===== config.mk =====
export PLATFORM = sky130hd
export DESIGN_NAME = counter_async
export DESIGN_NICKNAME = d
export VERILOG_FILES = /design/src/rtl/counter_async_pkg.sv /design/src/rtl/counter_async.sv
export SDC_FILE = /design/constraint.sdc
export NUM_CORES = 1
export LEC_CHECK = 0
export ABC_AREA = 1
export CORE_AREA = 3 3 40 42
export DETAILED_ROUTE_END_ITERATION = 8
export DIE_AREA = 0 0 43 45
export PLACE_DENSITY = 0.3
export SYNTH_ARGS = -nofsm -noshare
export SYNTH_HDL_FRONTEND = slang
export SYNTH_SLANG_ARGS = --single-unit

===== constraint.sdc =====
create_clock -name clk -period 2.2 [get_ports clk]
set_input_delay 0.44 -clock clk [delete_from_list [all_inputs] [get_ports clk]]
set_output_delay 0.44 -clock clk [all_outputs]
set_load 0.005 [all_outputs]

===== src/rtl/counter_async_pkg.sv =====
// Shared constants and helpers for the counter_async timebase.
package counter_async_pkg;

  localparam int unsigned COUNTER_ASYNC_DEFAULT_WIDTH = 4;
  localparam int unsigned COUNTER_ASYNC_RESET_VALUE   = 0;

  // All-ones value of a 'width'-bit counter, i.e. 2**width-1, without 64-bit math.
  function automatic int unsigned counter_async_default_max(input int unsigned width);
    return 32'hFFFF_FFFF >> (32 - width);
  endfunction

endpackage


===== src/rtl/counter_async.sv =====
// Free-running binary up-counter with synchronous active-high reset and a
// configurable terminal value. Fully synchronous to clk despite the name.
// Optional feature macro: COUNTER_ASYNC_SATURATE_EN -- hold at MAX_COUNT
// instead of wrapping to zero.
module counter_async
  import counter_async_pkg::*;
#(
  parameter int unsigned WIDTH     = COUNTER_ASYNC_DEFAULT_WIDTH,
  parameter int unsigned MAX_COUNT = counter_async_default_max(WIDTH)
) (
  input  logic             clk,
  input  logic             reset,
  output logic [WIDTH-1:0] count,
  output logic             terminal_count
);

  localparam logic [WIDTH-1:0] MAX_VAL   = WIDTH'(MAX_COUNT);
  localparam logic [WIDTH-1:0] RESET_VAL = WIDTH'(COUNTER_ASYNC_RESET_VALUE);

  // Elaboration-time parameter legality checks
  if (WIDTH < 1 || WIDTH > 32) begin : g_bad_width
    $error("counter_async: WIDTH=%0d outside 1..32", WIDTH);
  end
  if (MAX_COUNT == 0 || MAX_COUNT > counter_async_default_max(WIDTH)) begin : g_bad_max
    $error("counter_async: MAX_COUNT=%0d outside 1..2**WIDTH-1", MAX_COUNT);
  end

  logic [WIDTH-1:0] count_q;
  logic [WIDTH-1:0] count_d;

  // Next-state decode: increment, and wrap or saturate at the terminal value
  always_comb begin
    count_d = count_q + WIDTH'(1);
    if (count_q == MAX_VAL) begin
`ifdef COUNTER_ASYNC_SATURATE_EN
      count_d = MAX_VAL;
`else
      count_d = RESET_VAL;
`endif
    end
  end

  // Count register with synchronous reset taking priority over counting
  always_ff @(posedge clk) begin
    if (reset) begin
      count_q <= RESET_VAL;
    end else begin
      count_q <= count_d;
    end
  end

  assign count          = count_q;
  assign terminal_count = (count_q == MAX_VAL);

endmodule


== Word-level counts from Yosys, hierarchy flattened ==
Cells that the tools add are included.
Word-level totals
  input bits: 2
  register bits: 4
  word-level logic and storage cells: 4
  output and inout port bits: 5
Operators by class
  reduce and logical (&&, ||, !) cells: 1
  add/subtract/negate cells: 1
  equality and inequality tests: 1
Operators with widths (count)
  adder 4 x 1 -> 4 bit (second input constant): 1
  == test 4 bit (second input constant): 1
  OR reduction 2 bit: 1

== Longest topological paths before layout ==
  depth in word-level cells: 2
  mapped depth: 4
  gate-level depth less buffers: 4

== Worst setup path before layout ==
Ideal clock, no wire load.
  kind: register to output
  start: register count_q[0] (netlist: count[0])
  end: output port terminal_count
  data required time: 1.760 ns
  stages on the path, launching flop included: 4
  path slack: 1.024 ns
  arrival: 0.736 ns
  buffers on the path: 0
  path through: dfxtp_1 > ha_1 > nand2_2 > nor2_1
On the way
  word-level cells in the longest chain between the ends: 1
RTL lines
  start: declaration: RTL line counter_async.sv:28  | logic [WIDTH-1:0] count_q;
  start signal: assignment: RTL line counter_async.sv:48  | count_q <= count_d;
  == test 4 bit: RTL line counter_async.sv:53  | assign terminal_count = (count_q == MAX_VAL);
  end: declaration: RTL line counter_async.sv:14  | output logic terminal_count
No other way between the ends.

== Worst setup path in the final report ==
Same ends and word-level chain as after synthesis.

==> flow_metrics.py <==
metrics = {
    "sta": {
        "fin_skew_ns": 0.006792,
        "hold_violations": 0,
        "fin_tns_setup_ns": 0,
        "finalSetupViolCount": 0,
        "tightest_slew_ns": 0.1861,
        "slew_viol_final": 0,
        "rsz0062_at_grt": "false",
        "slew_headroom_pct": 87.57,
        "period_share_pct": 87.64,
        "fmax_mhz": 518.6,
        "holdWs_ns": 0.4753,
        "period_needed_ns": 1.928,
    },
    "grt": {
        "antenna_found_initial": 0,
        "grt_pass1_wl_um": 517,
        "overflow": 0,
        "grt_max_degree": 6,
        "grt_usage_pct": 4.750,
        "grt_pass1_vias": 128,
    },
    "layout": {
        "diodes": 0,
        "fin_area_um2": 261.5,
        "drive_gt1_share_pct": 18.52,
        "fill_cells": 145,
        "syn_to_final_growth_pct": 63.28,
        "utilization_pct": 20.35,
        "fin_nets": 32,
        "largest_reg_flops": 4,
    },
    "worst_setup_path": {
        "critPathArrivalTime_ns": 1.49,
        "cp-start-kind": "flop",
        "endpoint_kind": "primary output",
        "path_class": "flop to primary output",
        "crit_fanout": 5,
        "cp.required_ns": 1.76,
    },
    "logic_synthesis": {
        "synth_mux_area_share_pct": 0,
        "synth_common_cells": "4 x dfxtp_1, 4 x nor2_1, 2 x inv_1",
        "synth_cells": 18,
        "postSynthNetCount": 21,
        "synth_top_area_share_pct": 50.00,
        "synth_xor_area_share_pct": 0,
        "syn_area_um2": 160.2,
        "async_reset_ff_share_pct": 0,
        "synthAdderAreaFrac_pct": 7.813,
        "avgSynthCellArea_um2": 8.897,
        "synth_edf_count": 0,
        "synth_warnings": 0,
        "ys.flop_type": "dfxtp_1",
        "synth_compound_area_share_pct": 10.16,
        "synth-simple-area-share_pct": 27.34,
        "yosysTopAreaCell": "dfxtp_1",
        "yosysSeqAreaShare_pct": 50.00,
        "ys_types": 11,
        "synth_top_family_by_area": "simple AND/OR/NAND/NOR gates",
        "ys_top_cells_by_area": "dfxtp_1 50%, nor2_1 9.4%, ha_1 7.8%, o21bai_2 7.0%, inv_1 4.7%",
        "ys_seq_elements": 4,
    },
    "clock_network": {
        "clk_pin_slew_worst_paths_ns": 0.04,
        "numClockSinks": 4,
        "clock_path_buffers": 2,
        "htreeDepth": 1,
        "cts_setup_buffers": 0,
        "cts_tree": "done",
        "post_cts_resized": 0,
        "hold_buffers": 0,
        "clock_latency_ns": 0.23,
        "cts_buffers": 3,
        "root_buffer": "clkbuf_4",
    },
    "power_and_ir_drop": {
        "p_per_area_nw_per_um2": 733.7,
        "clockPowerShare_pct": 46.6,
        "power_frac_comb_pct": 10.2,
        "peakVddDrop_v": 0.0002082,
        "p_leak_nw": 0.09559,
        "p_total_w": 0.0001919,
        "sw_frac_of_total_pct": 21.12,
        "pwr-share-seq_pct": 43.2,
        "switching_power_w": 0.00004052,
        "p_int_w": 0.0001513,
    },
    "job": {
        "maxCapViolations": 0,
    },
    "placement": {
        "globalplace.congestion": 0.5989,
        "port_buffers": 6,
        "postPlaceCellArea_um2": 239.0,
    },
    "floorplanning": {
        "initial_utilization_pct": 12.46,
        "die_h_um": 45,
        "fp.dieArea_um2": 1935,
        "io_pins": 7,
        "core_area_um2": 1285,
        "fp.dieW_um": 43,
        "rows": 13,
    },
    "worst_hold_path": {
        "holdCritPathClass": "flop to flop",
    },
    "routing": {
        "drt-total-wl_um": 343,
        "num_vias": 147,
        "first_pass_iters": 1,
        "drc": 0,
        "drt_first_iter_violations": 0,
        "avgViaCountPerCell": 3.500,
        "final_antenna_net_count": 0,
        "routedWlPerCell_um": 8.167,
    },
    "status": {
        "status": "finished clean",
    },
}
[metrics by stage]
| step | setup slack [ns] | cells |
|---|---|---|
| after global placement | 0.5367 | 39 |
| after CTS | 0.2582 | 42 |
| after detailed placement | 0.5167 | 39 |
| after global routing | 0.1968 | 42 |
| final | 0.2719 | 42 |
| after floorplan | 1.024 | 18 |
[logic make-up (layout without fill, tap and decap cells)]
logic type | count (synthesis) | in the layout
AND/OR/NAND/NOR | 9 | 9
flip-flops | 4 | 4
AO/OA/AOI/OAI | 2 | 2
adder cells (fa/ha/maj) | 1 | 1
buffers and inverters | 2 | 11
[cells in the final DEF, fill, tap and decap left out]
cell type        instances
clkdlybuf4s50_1          6
nor2_1                   4
dfxtp_1                  4
clkbuf_4                 3
inv_1                    2
nand2_2                  1
nor3b_1                  1
o21bai_2                 1
nand4_1                  1
nand3_1                  1
nand2_1                  1
a21oi_1                  1
ha_1                     1
[layout make-up]
class | count | area [µm²] | share of cell area (%)
Clock buffer | 3 | 22.52 | 8.612
Sequential cell | 4 | 80.08 | 30.62
Inverter | 2 | 7.507 | 2.871
Timing Repair Buffer | 6 | 60.06 | 22.97
Multi-Input combinational cell | 12 | 72.57 | 27.75
Tap cell | 15 | 18.77 | 7.177
[power by group through the flow]
| stage | Combinational (W) | Clock [W] | Sequential [W] |
|---|---|---|---|
| floorplan | 0.00000765 | 0 | 0.0000836 |
| global placement | 0.0000206 | 0 | 0.0000839 |
| detailed placement | 0.0000201 | 0 | 0.0000841 |
| CTS | 0.0000202 | 0.0000943 | 0.0000829 |
| global route | 0.0000225 | 0.0000951 | 0.0000839 |
| finish | 0.0000196 | 0.0000894 | 0.0000829 |
[final timing paths]
kind	start	to	slack [ns]	cells after the start
max	count[0]$_SDFF_PP0_	terminal_count	0.27	4
min	count[0]$_SDFF_PP0_	count[0]$_SDFF_PP0_	0.48	1
max reg2reg	count[0]$_SDFF_PP0_	count[1]$_SDFF_PP0_	1.20	4
min reg2reg	count[0]$_SDFF_PP0_	count[0]$_SDFF_PP0_	0.48	1
[layer usage]
| layer | global-route usage [%] | part of all wire, % | up-vias |
|---|---|---|---|
| li1 | - | - | 78 |
| met1 | 3.623 | 40 | 62 |
| met2 | 5.389 | 46 | 7 |
| met3 | 4.781 | 14 | 0 |
| met4 | 7.229 | 0 | 0 |
| met5 | 0 | 0 | - |
[worst max-delay path: stages (launching register included)]
cell and delay (ns):
dfxtp_1 0.38, ha_1 0.20, nand2_2 0.07, nor2_1 0.10, clkdlybuf4s50_1 0.50
(Power assumes the default switching activity.)
==> patch, RTL diff (config.mk and constraints unchanged) <==
The option `COUNTER_ASYNC_SATURATE_EN` is turned on by a define.
--- a/src/rtl/counter_async.sv
+++ b/src/rtl/counter_async.sv
@@ -2,6 +2,8 @@
 // configurable terminal value. Fully synchronous to clk despite the name.
 // Optional feature macro: COUNTER_ASYNC_SATURATE_EN -- hold at MAX_COUNT
 // instead of wrapping to zero.
+`define COUNTER_ASYNC_SATURATE_EN
+
 module counter_async
   import counter_async_pkg::*;
 #(
Check against the original RTL: same outputs for any inputs over 10 cycles, from zero or initial values and one cycle with reset high; that may be too few to reach the edited logic, so the function may still have changed.
==> patch against the unedited design <==
Global-route usage grew 0.17 points; final area rose by 2.9%; non-clock buffer count unchanged; power shrank 0.22%; wire length grew 0.87%; cell count increased by 9.5%; synthesized area rose by 4.7%; clock skew decreased by 0.0050 ns; die area is the same; sequential share of layout area shrank 0.85 points; maximum frequency is 2.2% lower; sequential cell count is the same; setup slack worse by 0.044 ns; critical endpoint unchanged; largest cell class unchanged.
==> patch: results (changes against the unedited design) <==
{
  "synth_commonest_cells": {"value": "4 x sky130_fd_sc_hd__dfxtp_1, 4 x sky130_fd_sc_hd__inv_1, 3 x sky130_fd_sc_hd__a21oi_1, 3 x sky130_fd_sc_hd__nand2_1", "change": "was 4 x sky130_fd_sc_hd__dfxtp_1, 4 x sky130_fd_sc_hd__nor2_1, 2 x sky130_fd_sc_hd__inv_1"},
  "place_congestion": {"value": 0.638, "change": "was 0.599"},
  "placed_cells": {"value": 43, "change": "was 39"},
  "cellLeakagePower": {"value": 0.127, "unit": "nW", "change": "was 0.0956 nW"},
  "detailed_place.area": {"value": 246, "unit": "µm²", "change": "was 239 µm²"},
  "worst_ep_arrival_time": {"value": 1.53, "unit": "ns", "change": "was 1.49 ns"},
  "worst_clock_skew": {"value": 0.00181, "unit": "ns", "change": "was 0.00679 ns"},
  "crit_path_max_fanout": {"value": 4, "change": "was 5"},
  "power.ir.vdd_worst": {"value": 0.153, "unit": "mV", "change": "was 0.208 mV"},
  "status": {"value": "finished, final reports clean", "change": "unchanged"},
  "synthesis.instances": {"value": 22, "change": "was 18"},
  "preCtsSetupSlack": {"value": 0.476, "unit": "ns", "change": "was 0.517 ns"},
  "synth_fp_nets": {"value": 25, "change": "was 21"},
  "routed_via_density": {"value": 3.35, "change": "was 3.50"},
  "post_synth_main_area_contributors": {"value": "sky130_fd_sc_hd__dfxtp_1 48%, sky130_fd_sc_hd__a21oi_1 9.0%, sky130_fd_sc_hd__inv_1 9.0%", "change": "was sky130_fd_sc_hd__dfxtp_1 50%, sky130_fd_sc_hd__nor2_1 9.4%, sky130_fd_sc_hd__ha_1 7.8%"},
  "routed-wl-met2": {"value": 150, "unit": "µm", "change": "was 157 µm"},
  "number_of_global_route_vias_before_repair": {"value": 161, "change": "was 128"},
  "final.fill_count": {"value": 148, "change": "was 145"},
  "wire_length_of_the_first_global_routing_pass": {"value": 586, "unit": "µm", "change": "was 517 µm"},
  "final_nets": {"value": 36, "change": "was 32"},
  "grt_max_degree": {"value": 5, "change": "was 6"},
  "final_design_area_no_fill": {"value": 269, "unit": "µm²", "change": "was 262 µm²"},
  "ys_types": {"value": 10, "change": "was 11"},
  "drive_gt1_share": {"value": 19.4, "unit": "%", "change": "was 18.5%"},
  "dr_wl_met3": {"value": 34, "unit": "µm", "change": "was 48 µm"}
}
patch: worst max-delay path: stages (launching register included):
cell                              delay [ns]
sky130_fd_sc_hd__dfxtp_1                0.38
sky130_fd_sc_hd__ha_1                   0.20
sky130_fd_sc_hd__nand2_2                0.06
sky130_fd_sc_hd__inv_2                  0.06
sky130_fd_sc_hd__nand2_2                0.06
sky130_fd_sc_hd__inv_1                  0.05
sky130_fd_sc_hd__clkdlybuf4s50_1        0.49
patch: cell families (layout without fill, tap and decap cells):
kind of cell	Yosys count	after routing	synth area share [%]
fa+ha+maj	1	1	7.46
compound gates	4	4	11.9
flops	4	4	47.8
buf+inv	5	14	11.2
simple gates	8	8	21.6
patch: path summary, 6_finish.rpt:
path / start / to / slack (ns) / cells after the start
max: count[0] / terminal_count / 0.23 / 6
min: count[3] / count[2] / 0.51 / 2
max reg2reg: count[0] / count[1] / 1.26 / 5
min reg2reg: count[3] / count[2] / 0.51 / 2
patch: where the power goes:
group          internal (W)  switching (W)
combinational     0.0000121     0.00000640
sequential        0.0000776     0.00000432
clock             0.0000610      0.0000300
total              0.000151      0.0000407
patch: cell type report:
| cell class | count | share of cell area (%) |
|---|---|---|
| Clock buffer | 3 | 8.37 |
| Inverter | 5 | 6.98 |
| Multi-Input combinational cell | 13 | 25.6 |
| Sequential cell | 4 | 29.8 |
| Tap cell | 15 | 6.98 |
| Timing Repair Buffer | 6 | 22.3 |
patch: per-layer routing:
layer | GRT usage [%] | vias to the layer above
li1 | - | 85
met1 | 4.35 | 62
met2 | 5.69 | 5
met3 | 2.79 | 2
met4 | 9.04 | 0
met5 | 0 | -
